===== src/rtl/hilo_fwd_pipe.sv =====
// HI/LO register owner with a STAGES-deep in-flight producer pipeline.
// Forwards the youngest pending HI/LO value, back-fills late results and commits the tail.
module hilo_fwd_pipe #(
  parameter int DATA_W = 32,
  parameter int STAGES = 3,
  localparam int IDX_W = (STAGES > 1) ? $clog2(STAGES) : 1
) (
  input  logic              clk,
  input  logic              rst,
  input  logic              advance,
  input  logic              flush,
  input  logic              issue_w_en_hi,
  input  logic              issue_w_en_lo,
  input  logic [DATA_W-1:0] issue_data_hi,
  input  logic [DATA_W-1:0] issue_data_lo,
  input  logic              issue_hi_valid,
  input  logic              issue_lo_valid,
  input  logic              fill_en,
  input  logic [IDX_W-1:0]  fill_idx,
  input  logic [DATA_W-1:0] fill_hi,
  input  logic [DATA_W-1:0] fill_lo,
  input  logic              r_en_hi,
  input  logic              r_en_lo,
  output logic [DATA_W-1:0] ope_data_hi,
  output logic [DATA_W-1:0] ope_data_lo,
  output logic              hi_data_valid,
  output logic              lo_data_valid,
  output logic              stall_req,
  output logic              tail_pending,
  output logic [DATA_W-1:0] hi_q,
  output logic [DATA_W-1:0] lo_q
);

  logic [STAGES-1:0] occ_q, occ_d;
  logic [STAGES-1:0] weh_q, weh_d, wel_q, wel_d;
  logic [STAGES-1:0] vh_q, vh_d, vl_q, vl_d;
  logic [DATA_W-1:0] dh_q [STAGES];
  logic [DATA_W-1:0] dh_d [STAGES];
  logic [DATA_W-1:0] dl_q [STAGES];
  logic [DATA_W-1:0] dl_d [STAGES];
  logic [DATA_W-1:0] hi_d, lo_d;
  logic              shift;
  logic              fill_hit;
  int                fidx;
  int                fill_tgt;

  // The tail blocks the pipe while any half it will commit is still unresolved.
  assign tail_pending = occ_q[STAGES-1] &
                        ((weh_q[STAGES-1] & ~vh_q[STAGES-1]) |
                         (wel_q[STAGES-1] & ~vl_q[STAGES-1]));
  assign shift = advance & ~tail_pending & ~flush;

  always_comb begin
    occ_d    = occ_q;
    weh_d    = weh_q;
    wel_d    = wel_q;
    vh_d     = vh_q;
    vl_d     = vl_q;
    dh_d     = dh_q;
    dl_d     = dl_q;
    hi_d     = hi_q;
    lo_d     = lo_q;
    fill_hit = 1'b0;
    fidx     = int'(fill_idx);
    fill_tgt = fidx + (shift ? 1 : 0);
    for (int i = 0; i < STAGES; i++) begin
      if (fill_en && (i == fidx) && occ_q[i]) fill_hit = 1'b1;
    end
    if (flush) begin
      occ_d = '0;
    end else begin
      if (shift) begin
        for (int i = STAGES - 1; i > 0; i--) begin
          occ_d[i] = occ_q[i-1];
          weh_d[i] = weh_q[i-1];
          wel_d[i] = wel_q[i-1];
          vh_d[i]  = vh_q[i-1];
          vl_d[i]  = vl_q[i-1];
          dh_d[i]  = dh_q[i-1];
          dl_d[i]  = dl_q[i-1];
        end
        occ_d[0] = issue_w_en_hi | issue_w_en_lo;
        weh_d[0] = issue_w_en_hi;
        wel_d[0] = issue_w_en_lo;
        vh_d[0]  = issue_hi_valid;
        vl_d[0]  = issue_lo_valid;
        dh_d[0]  = issue_data_hi;
        dl_d[0]  = issue_data_lo;
        if (occ_q[STAGES-1]) begin
          if (weh_q[STAGES-1]) hi_d = dh_q[STAGES-1];
          if (wel_q[STAGES-1]) lo_d = dl_q[STAGES-1];
        end
      end
      // A fill follows its entry to where it lands after this cycle's shift.
      if (fill_hit) begin
        for (int i = 0; i < STAGES; i++) begin
          if (i == fill_tgt) begin
            if (weh_d[i]) begin
              dh_d[i] = fill_hi;
              vh_d[i] = 1'b1;
            end
            if (wel_d[i]) begin
              dl_d[i] = fill_lo;
              vl_d[i] = 1'b1;
            end
          end
        end
      end
    end
  end

  always_ff @(posedge clk) begin
    if (rst) begin
      occ_q <= '0;
      hi_q  <= '0;
      lo_q  <= '0;
    end else begin
      occ_q <= occ_d;
      hi_q  <= hi_d;
      lo_q  <= lo_d;
    end
  end

  // Payload fields are qualified by occ_q, so they need no reset.
  always_ff @(posedge clk) begin
    weh_q <= weh_d;
    wel_q <= wel_d;
    vh_q  <= vh_d;
    vl_q  <= vl_d;
    dh_q  <= dh_d;
    dl_q  <= dl_d;
  end

  logic [DATA_W-1:0] src_hi, src_lo;
  logic              src_hv, src_lv;

  // Walk oldest to youngest so the youngest eligible producer wins.
  always_comb begin
    src_hi = hi_q;
    src_lo = lo_q;
    src_hv = 1'b1;
    src_lv = 1'b1;
    for (int i = STAGES - 1; i >= 0; i--) begin
      if (occ_q[i] && weh_q[i]) begin
        src_hi = dh_q[i];
        src_hv = vh_q[i];
      end
      if (occ_q[i] && wel_q[i]) begin
        src_lo = dl_q[i];
        src_lv = vl_q[i];
      end
    end
    if (issue_w_en_hi) begin
      src_hi = issue_data_hi;
      src_hv = issue_hi_valid;
    end
    if (issue_w_en_lo) begin
      src_lo = issue_data_lo;
      src_lv = issue_lo_valid;
    end
  end

  assign ope_data_hi   = r_en_hi ? src_hi : '0;
  assign ope_data_lo   = r_en_lo ? src_lo : '0;
  assign hi_data_valid = ~r_en_hi | src_hv;
  assign lo_data_valid = ~r_en_lo | src_lv;
  assign stall_req     = (r_en_hi & ~hi_data_valid) | (r_en_lo & ~lo_data_valid);

endmodule


===== config.mk =====
export PLATFORM = sky130hd
export DESIGN_NAME = hilo_fwd_pipe
export DESIGN_NICKNAME = d
export VERILOG_FILES = /design/src/rtl/hilo_fwd_pipe.sv
export SDC_FILE = /design/constraint.sdc
export NUM_CORES = 1
export LEC_CHECK = 0
export BUFFER_PORTS_ARGS = -buffer_cell sky130_fd_sc_hd__buf_2
export CORE_AREA = 2 2 169 171
export DETAILED_ROUTE_END_ITERATION = 7
export DIE_AREA = 0 0 171 173
export PLACE_DENSITY = 0.83
export SLEW_MARGIN = 0
export SYNTH_ARGS = -nofsm -noshare
export SYNTH_HDL_FRONTEND = slang
export SYNTH_SLANG_ARGS = --single-unit

===== constraint.sdc =====
create_clock -name clk -period 20.1 [get_ports clk]
set_input_delay 3.015 -clock clk [delete_from_list [all_inputs] [get_ports clk]]
set_output_delay 3.015 -clock clk [all_outputs]
set_load 0.01 [all_outputs]

; ---- Word-level counts from Yosys, hierarchy flattened
; Index checks and enable logic that the tools add are counted.
; W data, S select, Z words.
[word_totals]
reg_bits = 271
input_bits = 141
output_inout_bits = 132
wordCells = 113
[classes]
n_addsub = 1
n_eq_ne = 4
muxes = 58
n_bitwise = 20
n_reduce_logical = 17
[ops]
columns = op, count
row1 = $mux W32, 22
row2 = $mux W96, 4
row3 = $logic_not A32 Y1, 1
row4 = $mux W1, 24
row5 = $mux W3, 8
row6 = $logic_and A1 B1 Y1, 12
row7 = $not A1 Y1, 8
row8 = $reduce_and A4 Y1, 2
row9 = $and A1 B1 Y1, 7
row10 = $or A1 B1 Y1, 5
row11 = $eq A2 B2 Y1 const A, 2
row12 = $add A2 B1 Y3, 1
row13 = $eq A1 B3 Y1 const A, 1
row14 = $eq A2 B3 Y1 const A, 1
row15 = $logic_not A2 Y1, 1
row16 = $reduce_or A2 Y1, 1

; ---- Longest topological paths before layout
[depth]
ltp_word = 12
ltp_mapped = 15
mapped_depth_nobuf = 11

; ---- Least setup slack after synthesis
; Ideal clock, no wire load.
[synth_timing]
kind = input -> register
start = input flush
end = register dh_q[66] in the netlist's numbering, data pin
setup_time_ns = 0.262
t_arrival_ns = 9.117
required_time_ns = 19.838
setup_slack_ns = 10.721
path_stages = 6
path_buffers = 1
cell_sequence = inv_1 > nand2_1 > nor3_2 > o21ai_2 > buf_4 > mux2_1
[synth_between]
elab_chain_len = 7
word_cells_on_any_way = 11
cone_classes = add/sub (1) / mux (7) / bitwise (2) / reduce/logical (1)
[synth_lines]
columns = element, line_no
row1 = "start, declared", 11  ; input logic flush,
row2 = $not A1 Y1 (no line) (*), --
row3 = $and A1 B1 Y1 (*), 51  ; assign shift = advance & ~tail_pending & ~flush;
row4 = $mux W1 or $mux W3 (tied branches), "65, 72"
row5 = $add A2 B1 Y3 or $mux W3 (tied branches), "65, 69"
row6 = $logic_not A32 Y1 or $mux W32 (tied branches), "97, 98"
row7 = $mux W32, 97  ; if (i == fill_tgt) begin
row8 = $mux W96 (*), 95  ; if (fill_hit) begin
row9 = "end signal, assigned", 130  ; dh_q <= dh_d;
row10 = "end, declared", 37  ; logic [DATA_W-1:0] dh_q [STAGES];
; Mark *: on every way between the ends. The rest lies on a longest branch, timed or not. The select of a mux whose other input is x is not followed.
; A chain may end at the register's enable or synchronous reset.

; ---- Worst setup path after layout
[layout_timing]
start = input issue_w_en_lo
end = output stall_req
[layout_between]
elab_chain_len = 5
[layout_lines]
columns = element, line_no
row1 = "start, declared", 13  ; input logic issue_w_en_lo,
row2 = $mux W1, 157  ; if (issue_w_en_lo) begin
row3 = $or A1 B1 Y1, 166  ; assign lo_data_valid = ~r_en_lo | src_lv;
row4 = $not A1 Y1, 167  ; assign stall_req = (r_en_hi & ~hi_data_valid) | (r_en_lo & ~lo_data_valid);
row5 = $and A1 B1 Y1, 167
row6 = $or A1 B1 Y1, 167
row7 = "end, declared", 28  ; output logic stall_req,
; Every way passes these cells.

==> metrics.log <==
[metrics] total clock buffers created by CTS: 29
[metrics] met2 global-route usage: 0.485
[metrics] maximum ir drop on the vdd rail: ~0.000057 V
[metrics] Nets: about 1,900
[metrics] most common cell after layout, fill and taps aside: buf_2
[metrics] via count of the first global-routing pass: around 13,000
[metrics] placed cells: about 2,100
[metrics] Min-Delay Path Depth: 2
[metrics] fraction of final layout cells with drive strength greater than 1: 0.396
[metrics] cell types occupying the most area after synthesis: edfxtp_1, mux2_2, dfxtp_1, a21oi_1, mux2_4
[metrics] final design area excluding fillers: 18,800 um^2
[metrics] most common cell type on the critical path: buf_2
[metrics] initial antenna violation count: 8
[metrics] family of cells with the greatest summed delay on the critical path: buffers and inverters
[metrics] number of fill cells: 2,039
[metrics] Clock Skew: 0.0140 ns
[metrics] final weighted congestion in routability-driven placement: between 0.8 and 0.9
[metrics] area of all sequential standard cells: approximately 7500 um^2
[metrics] sort of element at the end of the critical path: output pin
[metrics] Total Routing Usage GR: 0.292
[metrics] CP Depth: 7
[metrics] Worst Hold Slack: between 0.4 and 0.5 ns
[metrics] transition time of the tightest slew-check pin: 1.12 ns
[metrics] worst setup path category: primary input to output pin
[metrics] part of the total power dissipated in the clock network: 0.384
[metrics] area share of the largest cell type after synthesis: 0.373
[metrics] remaining antenna violation count after routing: 0
[metrics] Port-buffer cells: 272
[metrics] classification of the worst-slack hold path: register to register
[metrics] hold path startpoint: lo_q[22]$_SDFFE_PP0P_
[metrics] gr busiest metal: met2
[metrics] Clock Latency Late Sink: between 0.5 and 0.6 ns
[metrics] critical-path maximum fanout: 48
[metrics] internal power summed over all cells: between 1 and 1.5 mW
[metrics] switching power share of the total: 0.237
[metrics] Slew Limit Fails: 0
[metrics] post-placement cell area: between 15,000 and 20,000 um^2
[metrics] Bufs and invs on worst path: 4
[metrics] Synth Register Bits: about 270
[metrics] Synthesized Nets: 1,663
[metrics] Post-Syn Area: around 16,000 um^2
[metrics] count of final setup violators: 0
[metrics] top library cells by usage in the layout, fill and taps aside: buf_2, mux2_2, nand2_1
[metrics] largest net degree at the start of global routing: ~150
[metrics] area leader, netlist: edfxtp_1
[metrics] post-place setup slack: about 12 ns
[metrics] Worst setup SP type: primary input
[metrics] vias: roughly 13,000
[metrics] cell area power density: 72.6 nW/um^2
[metrics] first-pass GRT wire length: around 69 mm
[metrics] met1 global-route usage: 0.382
[metrics] Data required, critical path: roughly 17 ns
[metrics] number of non-filler instances in the completed layout: 2,122
[metrics] hpwl dp: ~27 mm
[metrics] number of optimization iterations in the first detailed-route pass: 6
[metrics] area of the multi-input gates: 8330 um^2
[metrics] post-route minimum period: a little under 8 ns
[metrics] remaining routing DRC violations: 0
[metrics] clock slew at reported path FFs: approximately 0.060 ns
[metrics] Mean Syn Cell Area: about 11 um^2
[metrics] final period utilization: 0.391
[metrics] Post-Synthesis Cells: between 1,500 and 2,000
[metrics] data arrival time of the critical path: between 4 and 5 ns
[metrics] Max-slew headroom: 0.253
[metrics] Post-Route Setup TNS: 0 ns
[metrics] area overhead of the layout relative to synthesis: 14.5%
[metrics] PostCTS Resize Cnt: 0
[metrics] leakage power: 7.12 nW
[metrics] Yosys cell types: just over 40
[metrics] GR Util met3: 0.0545
[metrics] Final WS setup: approximately 12 ns
[metrics] number of top-level pins: 273
[metrics] cell at the root of the clock tree: clkbuf_16
[metrics] core footprint: ~28,000 um^2
[metrics] sinks on the clock net: 271
[metrics] unrepaired setup endpoints after global routing: false
[metrics] count of endpoints failing hold in the final timing report: 0
[metrics] number of rows created at floorplan: roughly 60
[metrics] net switching power of the design: 323 uW
[metrics] y dimension of the die: 173 um
[metrics] Hold Path End: lo_q[22]$_SDFFE_PP0P_
[metrics] Max Fclk: around 130 MHz
[metrics] depth of the worst register-to-register path: 12
[metrics] Critical R2R Capture: dl_q[24]$_DFFE_PN_
[metrics] combinational group share of total power: 0.123
[metrics] power share of the sequential group: 0.492
[metrics] clock tree from TritonCTS: done
[metrics] Bufs on Longest Clock Path: 3
[metrics] Slowest Stage Delay on Critical Path: between 0.5 and 0.6 ns
[metrics] Initial Util: 0.594
[metrics] die area: 29,600 um^2
[metrics] overflow left after global routing: 0
[metrics] Yosys warning count: 0
[metrics] via density per instance: 6.23
[metrics] run status: completed
[metrics] Total Routed Length: between 40 and 50 mm
[metrics] htree depth: 1
[metrics] worst r2r src: occ_q[2]$_SDFFE_PP0P_
[metrics] setup slack of the most critical reg-to-reg path: around 14 ns
[metrics] Die Span X: ~170 um
[metrics] Max-Cap Viols: 0
[metrics] count of hold-fix buffers inserted at cts: 0
[metrics] Setup Buffers After CTS: 0
[metrics] routed wirelength normalized by instance count: between 20 and 25 um
[metrics] sequential cell area fraction in the yosys report: 0.455
[metrics] count of routing violations after the opening detailed-route iteration: 1,312
[metrics] worst-path cell with the longest stage delay: o21ai_0
[metrics] ordered list of cells on the worst path: buf_2 > clkinv_1 > buf_4 > nor2_1 > o21ai_0 > nand2_1 > buf_2
-- through the flow --
step / util / power (mW)
floorplan: - / 0.797
global placement: 0.645 / 0.840
detailed placement: 0.645 / 0.848
CTS: 0.679 / 1.37
global route: 0.680 / 1.41
finish: 0.680 / 1.36
-- cell usage after synthesis (all sizes together) --
cell type,instances
inv,7
nand2,211
a221oi,1
or3,2
edfxtp,204
a311oi,64
nor2,69
nand4b,1
o21ai,73
nor3b,4
nor2b,3
and3,2
nor3,9
nand3,71
or2,6
and2,2
a2111oi,1
o31a,1
a21boi,4
mux2i,2
clkbuf,71
a2bb2oi,2
ha,2
a21oi,195
buf,61
mux2,385
dfxtp,67
-- cell type report --
class | instances | share of cell area
repair buffers | 294 | 0.0812
well taps | 378 | 0.0252
inverters | 7 | 0.00200
clock buffers | 48 | 0.0483
flip-flops and latches | 271 | 0.398
diodes | 8 | 0.00107
multi-input cells | 1110 | 0.443
clock inverters | 6 | 0.00160
-- routing by layer --
layer / wire, um / part of all wire / vias up
met3: 3720 / 0.083 / 104
met1: 18200 / 0.41 / 6365
met5: 41 / 0.00091 / -
li1: - / - / 6066
met2: 21700 / 0.48 / 673
met4: 1230 / 0.027 / 6
-- cells by family (layout without fill, tap and decap cells) --
kind of cell    after synthesis  in the layout  synth area share
compound gates              341            341             0.123
fa+ha+maj                     2              2           0.00152
buf+inv                     139            355            0.0423
flops                       271            271             0.455
mux                         387            387             0.279
other cells                   0              8                 0
simple gates                380            380            0.0994
-- sequential cells by signal (all words and copies together), names as in the netlist --
| signal | cells |
|---|---|
| dh_q | 96 |
| dl_q | 96 |
| hi_q | 32 |
| lo_q | 32 |
| occ_q | 3 |
| vh_q | 3 |
| vl_q | 3 |
| weh_q | 3 |
| wel_q | 3 |
-- power by group through the flow --
stage / Sequential [mW] / Combinational (mW) / Clock (mW)
2_1_floorplan: 0.677 / 0.120 / 0
3_3_place_gp: 0.680 / 0.160 / 0
3_5_place_dp: 0.682 / 0.166 / 0
4_1_cts: 0.671 / 0.168 / 0.528
5_1_grt: 0.676 / 0.182 / 0.549
6_report: 0.672 / 0.168 / 0.524
-- worst max-delay path by stage --
stage / end / startpoint
floorplan: dh_q[66]$_DFFE_PN_ / flush
global placement: stall_req / issue_w_en_hi
detailed placement: stall_req / issue_w_en_lo
CTS: stall_req / issue_w_en_lo
global route: stall_req / issue_w_en_hi
finish: stall_req / issue_w_en_lo
-- worst min-delay path, cell delays in order (launching register included) --
cell     delay, ns
dfxtp_1       0.32
nand2_1       0.05
a21oi_1       0.05
No activity file was read; power rests on OpenSTA's default activity.
